===== config.mk =====
export PLATFORM = sky130hd
export DESIGN_NAME = instr_fetch
export DESIGN_NICKNAME = d
export VERILOG_FILES = /design/src/rtl/riscblade_pkg.sv /design/src/rtl/fetch_fifo.sv /design/src/rtl/instr_fetch.sv
export SDC_FILE = /design/constraint.sdc
export NUM_CORES = 1
export LEC_CHECK = 0
export ABC_AREA = 1
export ABC_CLOCK_PERIOD_IN_PS = 4620
export BUFFER_PORTS_ARGS = -buffer_cell sky130_fd_sc_hd__buf_2
export CORE_MARGIN = 1
export CORE_UTILIZATION = 45
export DETAILED_ROUTE_END_ITERATION = 12
export PLACE_DENSITY_LB_ADDON = 0.25
export SETUP_SLACK_MARGIN = 0.5
export SYNTH_ARGS = -nofsm -noshare
export SYNTH_HDL_FRONTEND = slang
export SYNTH_SLANG_ARGS = --single-unit

===== constraint.sdc =====
create_clock -name CLK -period 4.62 [get_ports CLK]
set_input_delay 0.924 -clock CLK [delete_from_list [all_inputs] [get_ports CLK]]
set_output_delay 0.924 -clock CLK [all_outputs]
set_load 0.01 [all_outputs]

===== src/rtl/riscblade_pkg.sv =====
// Shared riscblade definitions: datapath widths, opcode field and constants,
// fetch sequencer states and the instruction/PC buffer entry.
package riscblade_pkg;

  localparam int INSTR_W = 16;
  localparam int PC_W    = 16;
  localparam logic [PC_W-1:0] RESET_VECTOR = 16'h0000;

  localparam int OP_MSB = 15;
  localparam int OP_LSB = 12;

  localparam logic [3:0] OP_ADD    = 4'b0000;
  localparam logic [3:0] OP_SUB    = 4'b1000;
  localparam logic [3:0] OP_ADDI   = 4'b0001;
  localparam logic [3:0] OP_LW     = 4'b1001;
  localparam logic [3:0] OP_SW_LO  = 4'b0010;
  localparam logic [3:0] OP_SW_HI  = 4'b1010;
  localparam logic [3:0] OP_BR_LO  = 4'b0011;
  localparam logic [3:0] OP_BR_HI  = 4'b1011;
  localparam logic [3:0] OP_JAL_LO = 4'b0100;
  localparam logic [3:0] OP_JAL_HI = 4'b1100;

  typedef enum logic [1:0] {
    FETCH_IDLE,
    FETCH_REQ,
    FETCH_WAIT
  } fetch_state_t;

  typedef struct packed {
    logic [PC_W-1:0]    pc;
    logic [INSTR_W-1:0] instr;
  } fetch_entry_t;

  function automatic logic [3:0] opcode_of(input logic [INSTR_W-1:0] word);
    return word[OP_MSB:OP_LSB];
  endfunction

endpackage


===== src/rtl/fetch_fifo.sv =====
// Two-entry instruction/PC buffer; slot0 is always the head so the read side
// is a plain register with no pointer mux.
module fetch_fifo
  import riscblade_pkg::*;
(
  input  logic         CLK,
  input  logic         reset_n,
  input  logic         push,
  input  logic         pop,
  input  logic         flush,
  input  fetch_entry_t din,
  output fetch_entry_t head,
  output logic         full,
  output logic         empty,
  output logic [1:0]   count
);

  fetch_entry_t slot0;
  fetch_entry_t slot1;
  logic [1:0]   cnt;
  logic         do_push;
  logic         do_pop;

  assign do_pop  = pop && (cnt != 2'd0);
  assign do_push = push && ((cnt != 2'd2) || do_pop);

  // A simultaneous pop and push on a full buffer shifts and refills in one edge.
  always_ff @(posedge CLK or negedge reset_n) begin
    if (!reset_n) begin
      slot0 <= '0;
      slot1 <= '0;
      cnt   <= 2'd0;
    end else if (flush) begin
      cnt <= 2'd0;
    end else begin
      case ({do_push, do_pop})
        2'b10: begin
          if (cnt == 2'd0) slot0 <= din;
          else             slot1 <= din;
          cnt <= cnt + 2'd1;
        end
        2'b01: begin
          slot0 <= slot1;
          cnt   <= cnt - 2'd1;
        end
        2'b11: begin
          if (cnt == 2'd2) begin
            slot0 <= slot1;
            slot1 <= din;
          end else begin
            slot0 <= din;
          end
        end
        default: ;
      endcase
    end
  end

  assign head  = slot0;
  assign full  = (cnt == 2'd2);
  assign empty = (cnt == 2'd0);
  assign count = cnt;

endmodule


===== src/rtl/instr_fetch.sv =====
// Instruction fetch unit: single-outstanding memory sequencer feeding a 2-entry
// buffer. Define FETCH_BYPASS_EN to present a response in its own rvalid cycle.
module instr_fetch
  import riscblade_pkg::*;
(
  input  logic               CLK,
  input  logic               reset_n,
  output logic               mem_req,
  output logic [PC_W-1:0]    mem_addr,
  input  logic               mem_gnt,
  input  logic               mem_rvalid,
  input  logic [INSTR_W-1:0] mem_rdata,
  output logic               instr_valid,
  input  logic               instr_ready,
  output logic [INSTR_W-1:0] instr,
  output logic [3:0]         op,
  output logic [PC_W-1:0]    pc_out,
  input  logic               branch_taken,
  input  logic [PC_W-1:0]    branch_target
);

  fetch_state_t    state;
  logic [PC_W-1:0] pc;
  logic            discard;
  logic            req_q;
  logic [PC_W-1:0] addr_q;

  fetch_entry_t    fifo_din;
  fetch_entry_t    fifo_head;
  logic            fifo_push;
  logic            fifo_pop;
  logic            fifo_full;
  logic            fifo_empty;
  logic [1:0]      fifo_count;
  logic [1:0]      count_next;
  logic            space_ok;
  logic            resp_live;
  logic            bypass_hit;
  logic            bypass_take;

  // addr_q is held from issue until the response returns, so it is the PC of the word.
  assign resp_live   = (state == FETCH_WAIT) && mem_rvalid && !discard;
  assign bypass_take = bypass_hit && instr_ready && !branch_taken;
  assign fifo_pop    = !fifo_empty && instr_ready && !branch_taken;
  assign fifo_push   = resp_live && !branch_taken && !bypass_take && (!fifo_full || fifo_pop);
  assign fifo_din    = '{pc: addr_q, instr: mem_rdata};
  assign count_next  = fifo_count + {1'b0, fifo_push} - {1'b0, fifo_pop};
  assign space_ok    = (count_next < 2'd2);

  fetch_fifo u_fifo (
    .CLK     (CLK),
    .reset_n (reset_n),
    .push    (fifo_push),
    .pop     (fifo_pop),
    .flush   (branch_taken),
    .din     (fifo_din),
    .head    (fifo_head),
    .full    (fifo_full),
    .empty   (fifo_empty),
    .count   (fifo_count)
  );

  always_ff @(posedge CLK or negedge reset_n) begin
    if (!reset_n) begin
      state   <= FETCH_IDLE;
      pc      <= RESET_VECTOR;
      discard <= 1'b0;
      req_q   <= 1'b0;
      addr_q  <= RESET_VECTOR;
    end else if (branch_taken) begin
      pc <= branch_target;
      case (state)
        // A grant in the redirect cycle still leaves one stale response in flight.
        FETCH_REQ: begin
          if (mem_gnt) begin
            state   <= FETCH_WAIT;
            req_q   <= 1'b0;
            discard <= 1'b1;
          end else begin
            addr_q <= branch_target;
          end
        end
        FETCH_WAIT: begin
          if (mem_rvalid) begin
            state   <= FETCH_REQ;
            req_q   <= 1'b1;
            addr_q  <= branch_target;
            discard <= 1'b0;
          end else begin
            discard <= 1'b1;
          end
        end
        default: begin
          state  <= FETCH_REQ;
          req_q  <= 1'b1;
          addr_q <= branch_target;
        end
      endcase
    end else begin
      case (state)
        FETCH_IDLE: begin
          if (space_ok) begin
            state  <= FETCH_REQ;
            req_q  <= 1'b1;
            addr_q <= pc;
          end
        end
        FETCH_REQ: begin
          if (mem_gnt) begin
            state <= FETCH_WAIT;
            req_q <= 1'b0;
            pc    <= pc + 16'd2;
          end
        end
        FETCH_WAIT: begin
          if (mem_rvalid) begin
            discard <= 1'b0;
            if (space_ok) begin
              state  <= FETCH_REQ;
              req_q  <= 1'b1;
              addr_q <= pc;
            end else begin
              state <= FETCH_IDLE;
            end
          end
        end
        default: state <= FETCH_IDLE;
      endcase
    end
  end

  assign mem_req  = req_q;
  assign mem_addr = addr_q;

`ifdef FETCH_BYPASS_EN
  assign bypass_hit  = resp_live && fifo_empty;
  assign instr_valid = !fifo_empty || bypass_hit;
  assign instr       = bypass_hit ? mem_rdata : fifo_head.instr;
  assign pc_out      = bypass_hit ? addr_q    : fifo_head.pc;
`else
  assign bypass_hit  = 1'b0;
  assign instr_valid = !fifo_empty;
  assign instr       = fifo_head.instr;
  assign pc_out      = fifo_head.pc;
`endif

  assign op = opcode_of(instr);

endmodule


======== After elaboration in Yosys (flattened, before gate mapping) ========
Cells that the tools add are included.
word-level totals
  bits in registers ....................... 102
  input bits .............................. 38
  word-level logic and storage cells ...... 104
operators by class
  add/sub/neg operators ................... 5
  $lt $le $gt $ge ......................... 1
  equal/unequal tests ..................... 14
  mux-type cells .......................... 39
  bitwise operators ....................... 1
  reduce and logical (&&, ||, !) cells .... 34
operators by type and width
  kind                                                 number
  two-way mux 16 bit                                   8
  two-way mux 32 bit                                   4
  case mux 32 bit (3 select lines)                     1
  case mux 16 bit (2 select lines)                     2
  case mux 32 bit (2 select lines)                     1
  adder 16 x 2 -> 16 bit, second input constant        1
  nonzero test 2 bit                                   7
  two-way mux 2 bit                                    6
  two-way mux 1 bit                                    11
  inequality test 2 bit, second input constant         5
  inequality test 3 bit, second input constant         3
  nonzero test 3 bit                                   3
  equality test 2 bit, second input constant           4
  logical AND 1 bit                                    8
  case mux 2 bit (2 select lines)                      2
  AND reduction 4 bit                                  2
  case mux 2 bit (3 select lines)                      1
  AND reduction 2 bit                                  3
  AND reduction 3 bit                                  2
  equality test 2 x 1 -> 1 bit, second input constant  2
  logical NOT 1 bit                                    4
  logical NOT 2 bit                                    2
  case mux 1 bit (2 select lines)                      2
  nonzero test 4 bit                                   1
  other kinds (8)                                      9

======== Depth between registers and ports, before layout ========
Gate-level depths: netlist of run 1.
  depth in word-level cells ............... 13
  gate-level depth with buffers ........... 15
  mapped depth without buffers ............ 14

======== Hierarchy ========
Synthesis of run 1 repeated with hierarchy kept, for this count alone.
unflattened totals
  cells, all modules ...................... 736
  area total of the unflattened synthesis .. 5413.9 µm²
by module, submodules not included
  module       times used  cells an instance  area an instance (µm²)  sequential area each (µm²)
  fetch_fifo   1           444                3261.9                  1651.6
  instr_fetch  1           292                2152.1                  900.9

======== Worst setup path after synthesis of run 1 ========
Ideal clock, no wire load.
  kind .................................... in2reg
  start point ............................. input branch_taken
  end point ............................... register addr_q[15] (netlist: mem_addr[15])
  arrival time ............................ 2.357 ns
  slack ................................... 2.142 ns
  stages on the path ...................... 14
  buffers on the path ..................... 2
  cells stage by stage .................... buf_6 inv_4 nand2_1 nor2_2 ha_1 inv_1 nand3_1 nand2_1 nand3_2 nand2_4 inv_4 buf_6 nand2_1 o21ai_1
between the ends
  word-level cells in the longest chain between the ends .. 11
ends and longest elaborated chain
  what                              RTL line                              source
  start, declared                   instr_fetch.sv:18                     input logic branch_taken,
  logical NOT 1 bit                 instr_fetch.sv:44, instr_fetch.sv:45
  logical AND 1 bit                 instr_fetch.sv:44                     assign fifo_pop = !fifo_empty && instr_ready && !branch_taken;
  logical OR 1 bit                  instr_fetch.sv:45                     assign fifo_push = resp_live && !branch_taken && !bypass_take && (!fifo_full || fifo_pop);
  logical AND 1 bit                 instr_fetch.sv:45
  adder 2 x 1 -> 2 bit              instr_fetch.sv:47                     assign count_next = fifo_count + {1'b0, fifo_push} - {1'b0, fifo_pop};
  subtractor 2 x 1 -> 2 bit         instr_fetch.sv:47
  less-than comparator 2 bit        instr_fetch.sv:48                     assign space_ok = (count_next < 2'd2);
  two-way mux 16 bit (2 in a row)   -
  case mux 16 bit (2 select lines)  -
  two-way mux 16 bit                instr_fetch.sv:70                     end else if (branch_taken) begin
  end signal, assigned              instr_fetch.sv:80                     addr_q <= branch_target;
  end signal, assigned              instr_fetch.sv:87                     addr_q <= branch_target;
  end signal, assigned              instr_fetch.sv:96                     addr_q <= branch_target;
  end, declared                     instr_fetch.sv:26                     logic [PC_W-1:0] addr_q;
Several ways; a longest one is shown, not always the timed one. The select of a mux whose other input is x is not followed.
A chain may end at the register's enable or synchronous reset.

======== Final worst setup path of run 1 ========
  start point ............................. input branch_taken
  end point ............................... register addr_q[0] (netlist: mem_addr[0])
Same word-level chain as after synthesis.

==> results.toml, run 1 <==
[die]
rows = 38
initial_core_util = 0.462
dieArea_um2 = 11600
fp.dieW_um = 108
die_h_um = 108
fp.coreArea_um2 = 10900
pin_count = 92

[route]
num_vias = 4194
drc = 0
drtPass1Iterations = 5
wl_um = 11000
post_drt_via_cell_ratio = 5.08
drtAntennaViolNets = 0
post_drt_wl_per_cell_um = 13.3
dr.first_iter.drc_count = 218

[setup_path]
crit_family = "simple AND/OR/NAND/NOR gates"
cp_cell_sequence = "buf_2, inv_4, nand2_1, nor2_2, ha_1, nand2_1, nand2_1, nand4_1, nand3_2, nand2_4, inv_4, nand2_1, o21ai_2"
crit_buf_inv = 3
crit_fanout = 26
slowest_delay_ps = 300
r2r_slack_ps = 2200
slowest_stage = "inv_4"
startpoint_type = "input pin"
crit_arrival_ps = 3030
reg2regPathDepth = 10
critical_path.most_common_cell = "nand2_1"
timing.rr.end = "u_fifo.head[8]$_DFFE_PN0P_"
worst_ep_required_time_ps = 4920
crit-reg2reg-launch = "state[0]$_DFFE_PN0P_"
critPathKind = "in2reg"
crit_path_end_kind = "flop"

[layout]
layout-drive-gt1-share = 0.192
area_growth_pct = 13.7
fin_nets = 726
fillCellCount = 1004
seqCellArea_um2 = 2550
diodes = 0
multi_input_area_um2 = 2000

[grt]
grt-ovfl-total = 0
grt_usage = 0.203
grt_pass1_wl_um = 18500
antenna_found_initial = 0
grt_pass1_vias = 4002
grt_max_degree = 82

[clock_tree]
cts.reportedPaths.clkPinSlew_ps = 90
cts-buffers-inserted = 9
clock_latency_ps = 370
clock-root-buffer = "clkbuf_8"
htreeDepth = 3
hold_buffers = 0
clock_path_buffers = 2
cts_tree = "built"
clock_sinks = 102
post_cts_buffers = 0
cts_resized = 0

[synthesis]
netlist_instances = 608
synth_area_um2 = 5030
dominantRegCellSynth = "dfrtp_1"
yosys_warnings = 0
syn_nets = 652
ys_ff_latch = 102
synth_edf_count = 0
synth_area_per_cell_um2 = 8.28
async_flop_share = 1.00
ys_seq_area_frac = 0.507
synth_cell_types = 33
synth_area_leaders = "dfrtp_1, nand2_1, o211ai_1"
synth_top_cell_by_area = "dfrtp_1"
synth_top_area_frac = 0.507

[timing]
setup_violations = 0
final.setup.worst_slack_ps = 1880
max-slew-margin-rel = 0.322
fmax_mhz = 365
fin_crit_sh = 0.592
rsz0062_at_grt = "false"
hold_viol_final = 0
fin_setup_tns_ps = 0
finalCriticalPeriod_ps = 2740
tightest_slew_ps = 1020
fin_skew_ps = 8.72
slew_viol_final = 0

[place]
port_buffers = 91
place_hpwl_um = 7630
routabilityCongestion = 0.881
place_ws_ps = 1460

[outcome]
status = "complete, no violations"

[worst_hold_path]
worstHoldStart = "mem_req$_DFFE_PN0P_"
worstHoldPathType = "reg2reg"
whs_endpoint = "mem_req$_DFFE_PN0P_"
hold_depth = 2

[power_and_ir_drop]
cellPowerDensity_nw_per_um2 = 566
leakagePower_uw = 0.00293
p_total_uw = 3240
peakVddDrop_mv = 0.256

[flow_run]
drv_cap = 0
cells in the mapped netlist (2+ instances only):
master,number
inv_4,2
o21ai_0,33
nand3_1,42
nand4_1,5
buf_4,9
nor2_2,2
nand2_1,161
nand2_4,3
o211ai_1,37
clkbuf_1,5
nand2_2,2
inv_2,2
o22ai_1,3
buf_6,4
nor3_1,3
buf_2,13
o21ai_2,10
a21oi_1,29
nor2_1,46
dfrtp_1,102
a31oi_1,2
inv_1,71
o21ai_1,7
ha_1,6
how the worst max path moves through the flow:
stage	from	to	slack, ps	cells after the start
final	branch_taken	mem_addr[0]$_DFFE_PN0P_	1880	13
after global routing	branch_taken	u_fifo.head[8]$_DFFE_PN0P_	1660	10
after CTS	branch_taken	u_fifo.head[8]$_DFFE_PN0P_	1860	10
after detailed placement	branch_taken	u_fifo.head[8]$_DFFE_PN0P_	1460	10
after global placement	branch_taken	mem_addr[13]$_DFFE_PN0P_	1540	13
after floorplan	branch_taken	mem_addr[15]$_DFFE_PN0P_	2140	14
kinds of logic (layout without fill, tap and decap cells):
kind of cell,after synthesis,in the layout,synth area share
XOR/XNOR,2,2,0.00348
buffers and inverters,107,185,0.0967
AO/OA/AOI/OAI,124,124,0.152
AND/OR/NAND/NOR,267,267,0.225
flip-flops,102,102,0.507
adder cells (fa/ha/maj),6,6,0.0149
per-layer routing:
layer,global-route usage,vias to the layer above,part of all wire
met5,0,-,0
met4,0.0959,0,0.022
met3,0.0297,22,0.054
met2,0.318,143,0.46
met1,0.276,1900,0.46
li1,-,2129,-
metrics by stage:
step / cell area (µm²) / cells / hold WS [ps] / util
global placement: 5500 / 811 / 459 / 0.505
global route: 5720 / 826 / 511 / 0.526
detailed placement: 5500 / 811 / 464 / 0.505
finish: 5720 / 826 / 481 / 0.526
CTS: 5720 / 826 / 486 / 0.526
floorplan: 5030 / 608 / 438 / -
placed cells by master, fill, tap and decap left out, drive strengths merged:
master and count:
a21oi 29, a221oi 1, a31oi 2, buf 94, bufinv 2, clkbuf 12
clkinv 1, clkinvlp 1, dfrtp 102, ha 6, inv 75, nand2 166
nand3 43, nand4 5, nor2 50, nor3 3, o211ai 37, o21ai 50
o21bai 1, o22ai 3, o311ai 1, xnor2 1, xor2 1
final cells by class:
class / count / area share
tap: 140 / 0.0306
multi-input combinational: 399 / 0.350
inverter: 76 / 0.0507
timing repair buffer: 94 / 0.0840
clock buffer: 12 / 0.0271
sequential: 102 / 0.446
clock inverter: 3 / 0.0118
sequential cells by signal, summed over array words and instances (netlist names):
name          count
mem_req           1
pc               16
discard           1
state             2
u_fifo.slot1     32
u_fifo.count      2
mem_addr         16
u_fifo.head      32
worst min-delay path, cell delays in order, from the launching register on:
cell,delay [ps]
dfrtp_1,350
nand2_1,50
nand2_1,50
report_power, final:
| group | internal (µW) | switching (µW) | leakage, µW |
|---|---|---|---|
| sequential | 1210 | 230 | 0.00116 |
| clock | 332 | 297 | 0.000109 |
| combinational | 451 | 717 | 0.00165 |
| total | 1990 | 1240 | 0.00293 |
(Power assumes the default switching activity.)
==> run 2: changes to the inputs <==
--- a/config.mk
+++ b/config.mk
@@ -6,7 +6,7 @@
 export NUM_CORES = 1
 export LEC_CHECK = 0
 export ABC_AREA = 1
-export ABC_CLOCK_PERIOD_IN_PS = 4620
+export ABC_CLOCK_PERIOD_IN_PS = 2250
 export BUFFER_PORTS_ARGS = -buffer_cell sky130_fd_sc_hd__buf_2
 export CORE_MARGIN = 1
 export CORE_UTILIZATION = 45
==> constraint.sdc (replaced) <==
create_clock -name CLK -period 2.25 [get_ports CLK]
set_input_delay 0.45 -clock CLK [delete_from_list [all_inputs] [get_ports CLK]]
set_output_delay 0.45 -clock CLK [all_outputs]
set_load 0.01 [all_outputs]
==> results.toml, run 2 (same netlist as run 1, synthesis figures left out) <==
[setup_path]
crit_arrival_ps = 2110
startpoint_type = "flop"
crit_fanout = 8
crit_path_end_kind = "flop"
critPathKind = "reg2reg"
worst_ep_required_time_ps = 2540

[place]
place_ws_ps = 51.8
place_hpwl_um = 8050
port_buffers = 91
routabilityCongestion = 0.872

[layout]
fillCellCount = 957
diodes = 0
multi_input_area_um2 = 2320
final_cell_mix = "nand2_1, dfrtp_1, buf_2"
layout_commonest_cell = "nand2_1"
fin_nets = 767
area_growth_pct = 31.5
layout-drive-gt1-share = 0.330
seqCellArea_um2 = 2560

[timing]
fin_crit_sh = 0.812
final.setup.worst_slack_ps = 423
fin_skew_ps = 15.1
max-slew-margin-rel = 0.632
tightest_slew_ps = 553
slew_viol_final = 0
rsz0062_at_grt = "true"
finalCriticalPeriod_ps = 1830
fmax_mhz = 547
hold_viol_final = 0
setup_violations = 0
fin_setup_tns_ps = 0

[die]
fp.coreArea_um2 = 10900
dieArea_um2 = 11600
die_h_um = 108
initial_core_util = 0.462
fp.dieW_um = 108
pin_count = 92
rows = 38

[clock_tree]
clock_latency_ps = 370
cts-buffers-inserted = 9
clock-root-buffer = "clkbuf_8"
clock_path_buffers = 2
htreeDepth = 3
clock_sinks = 102
cts.reportedPaths.clkPinSlew_ps = 110
hold_buffers = 0
cts_tree = "built"

[grt]
grt_pass1_vias = 4294
grt_usage = 0.240
grt_pass1_wl_um = 21400
grt_max_degree = 39
antenna_found_initial = 0
grt-ovfl-total = 0

[power_and_ir_drop]
peakVddDrop_mv = 0.615
cellPowerDensity_nw_per_um2 = 1080
pwr-share-clk = 0.147
power_frac_comb = 0.438
p_seq_frac = 0.415
leakagePower_uw = 0.00331
p_int_uw = 4160
swShare = 0.416
switchingPower_uw = 2970

[route]
num_vias = 4570
drtAntennaViolNets = 0
drc = 0
dr.first_iter.drc_count = 309
post_drt_wl_per_cell_um = 16.2
post_drt_via_cell_ratio = 5.26
drtPass1Iterations = 5
wl_um = 14100

[worst_hold_path]
worstHoldPathType = "in2async"

[outcome]
status = "complete, no violations"

[flow_run]
drv_cap = 0
-- run 2: changes by cell type in the layout (fill, tap and decap cells not counted), moves of 5 or more --
cell     previous run  this run
o21ai_2             9        15
nand2_2             2        22
buf_16              0         7
nand2_1           161       138
buf_12              0         6
nor2_4              1         9
o21ai_0            33        26
buf_4               4        20
inv_1              71        66
a21oi_2             0        10
a21oi_1            29        17
nor2_1             46        37
-- run 2: per-stage QoR --
| stage | util | hold WS [ps] | total power [µW] | cells | instance area, µm² |
|---|---|---|---|---|---|
| global route | 0.608 | 106 | 7630 | 868 | 6620 |
| floorplan | - | 154 | 4590 | 608 | 5090 |
| global placement | 0.517 | 456 | 5380 | 817 | 5630 |
| finish | 0.608 | 64.8 | 7130 | 868 | 6620 |
| detailed placement | 0.517 | 468 | 5480 | 817 | 5630 |
| CTS | 0.579 | 79.7 | 6900 | 860 | 6300 |
-- run 2: metal layers --
layer / up-vias / global-route usage / wire (µm)
li1: 2210 / - / -
met1: 2154 / 0.315 / 5910
met2: 172 / 0.412 / 6960
met3: 34 / 0.0236 / 904
met4: 0 / 0.0861 / 325
met5: - / 0 / 0
-- run 2: area by class of cell --
class,count,share of cell area
clock buffer,10,0.0193
clock inverter,6,0.00586
inverter,76,0.0469
multi-input combinational,401,0.351
sequential,102,0.386
tap,140,0.0265
timing repair buffer,131,0.161
timing repair inverter,2,0.00302
-- run 2: path summary, 6_finish.rpt --
check | startpoint | end | slack [ps] | cells past startpoint
worst max-delay path | u_fifo.count[0]$_DFFE_PN0P_ | u_fifo.slot1[1]$_DFFE_PN0P_ | 420 | 10
worst min-delay path | reset_n | u_fifo.head[27]$_DFFE_PN0P_ | 60 | 1
worst max register to register | u_fifo.count[0]$_DFFE_PN0P_ | u_fifo.slot1[1]$_DFFE_PN0P_ | 420 | 10
worst min register to register | mem_req$_DFFE_PN0P_ | mem_req$_DFFE_PN0P_ | 490 | 2
max in group asynchronous | reset_n | mem_addr[0]$_DFFE_PN0P_ | 1600 | 2
min in group CLK | mem_rdata[0] | u_fifo.slot1[0]$_DFFE_PN0P_ | 340 | 3
-- run 2: critical path: stages, from the launching register on --
cell,delay [ps]
dfrtp_2,470
nor2_4,180
nand2_2,140
nand2_4,120
o21ai_4,60
o21ai_2,70
nand2_4,100
buf_6,140
buf_12,130
buf_16,140
a21oi_1,190
-- run 2: power by group through the flow --
stage               clock (µW)  combinational, µW  sequential [µW]
floorplan                    0               1500             3090
global placement             0               2430             2950
detailed placement           0               2500             2980
CTS                       1050               2910             2940
global route              1130               3460             3030
finish                    1050               3120             2960
-- run 2: repair_timing --
item / 4_1_cts / 5_1_grt
gates resized for setup: 48 / 54
pin swaps: 13 / 20
setup endpoints to repair: 97 / 91
cloned: 10 / 3
setup buffers: 17 / 5
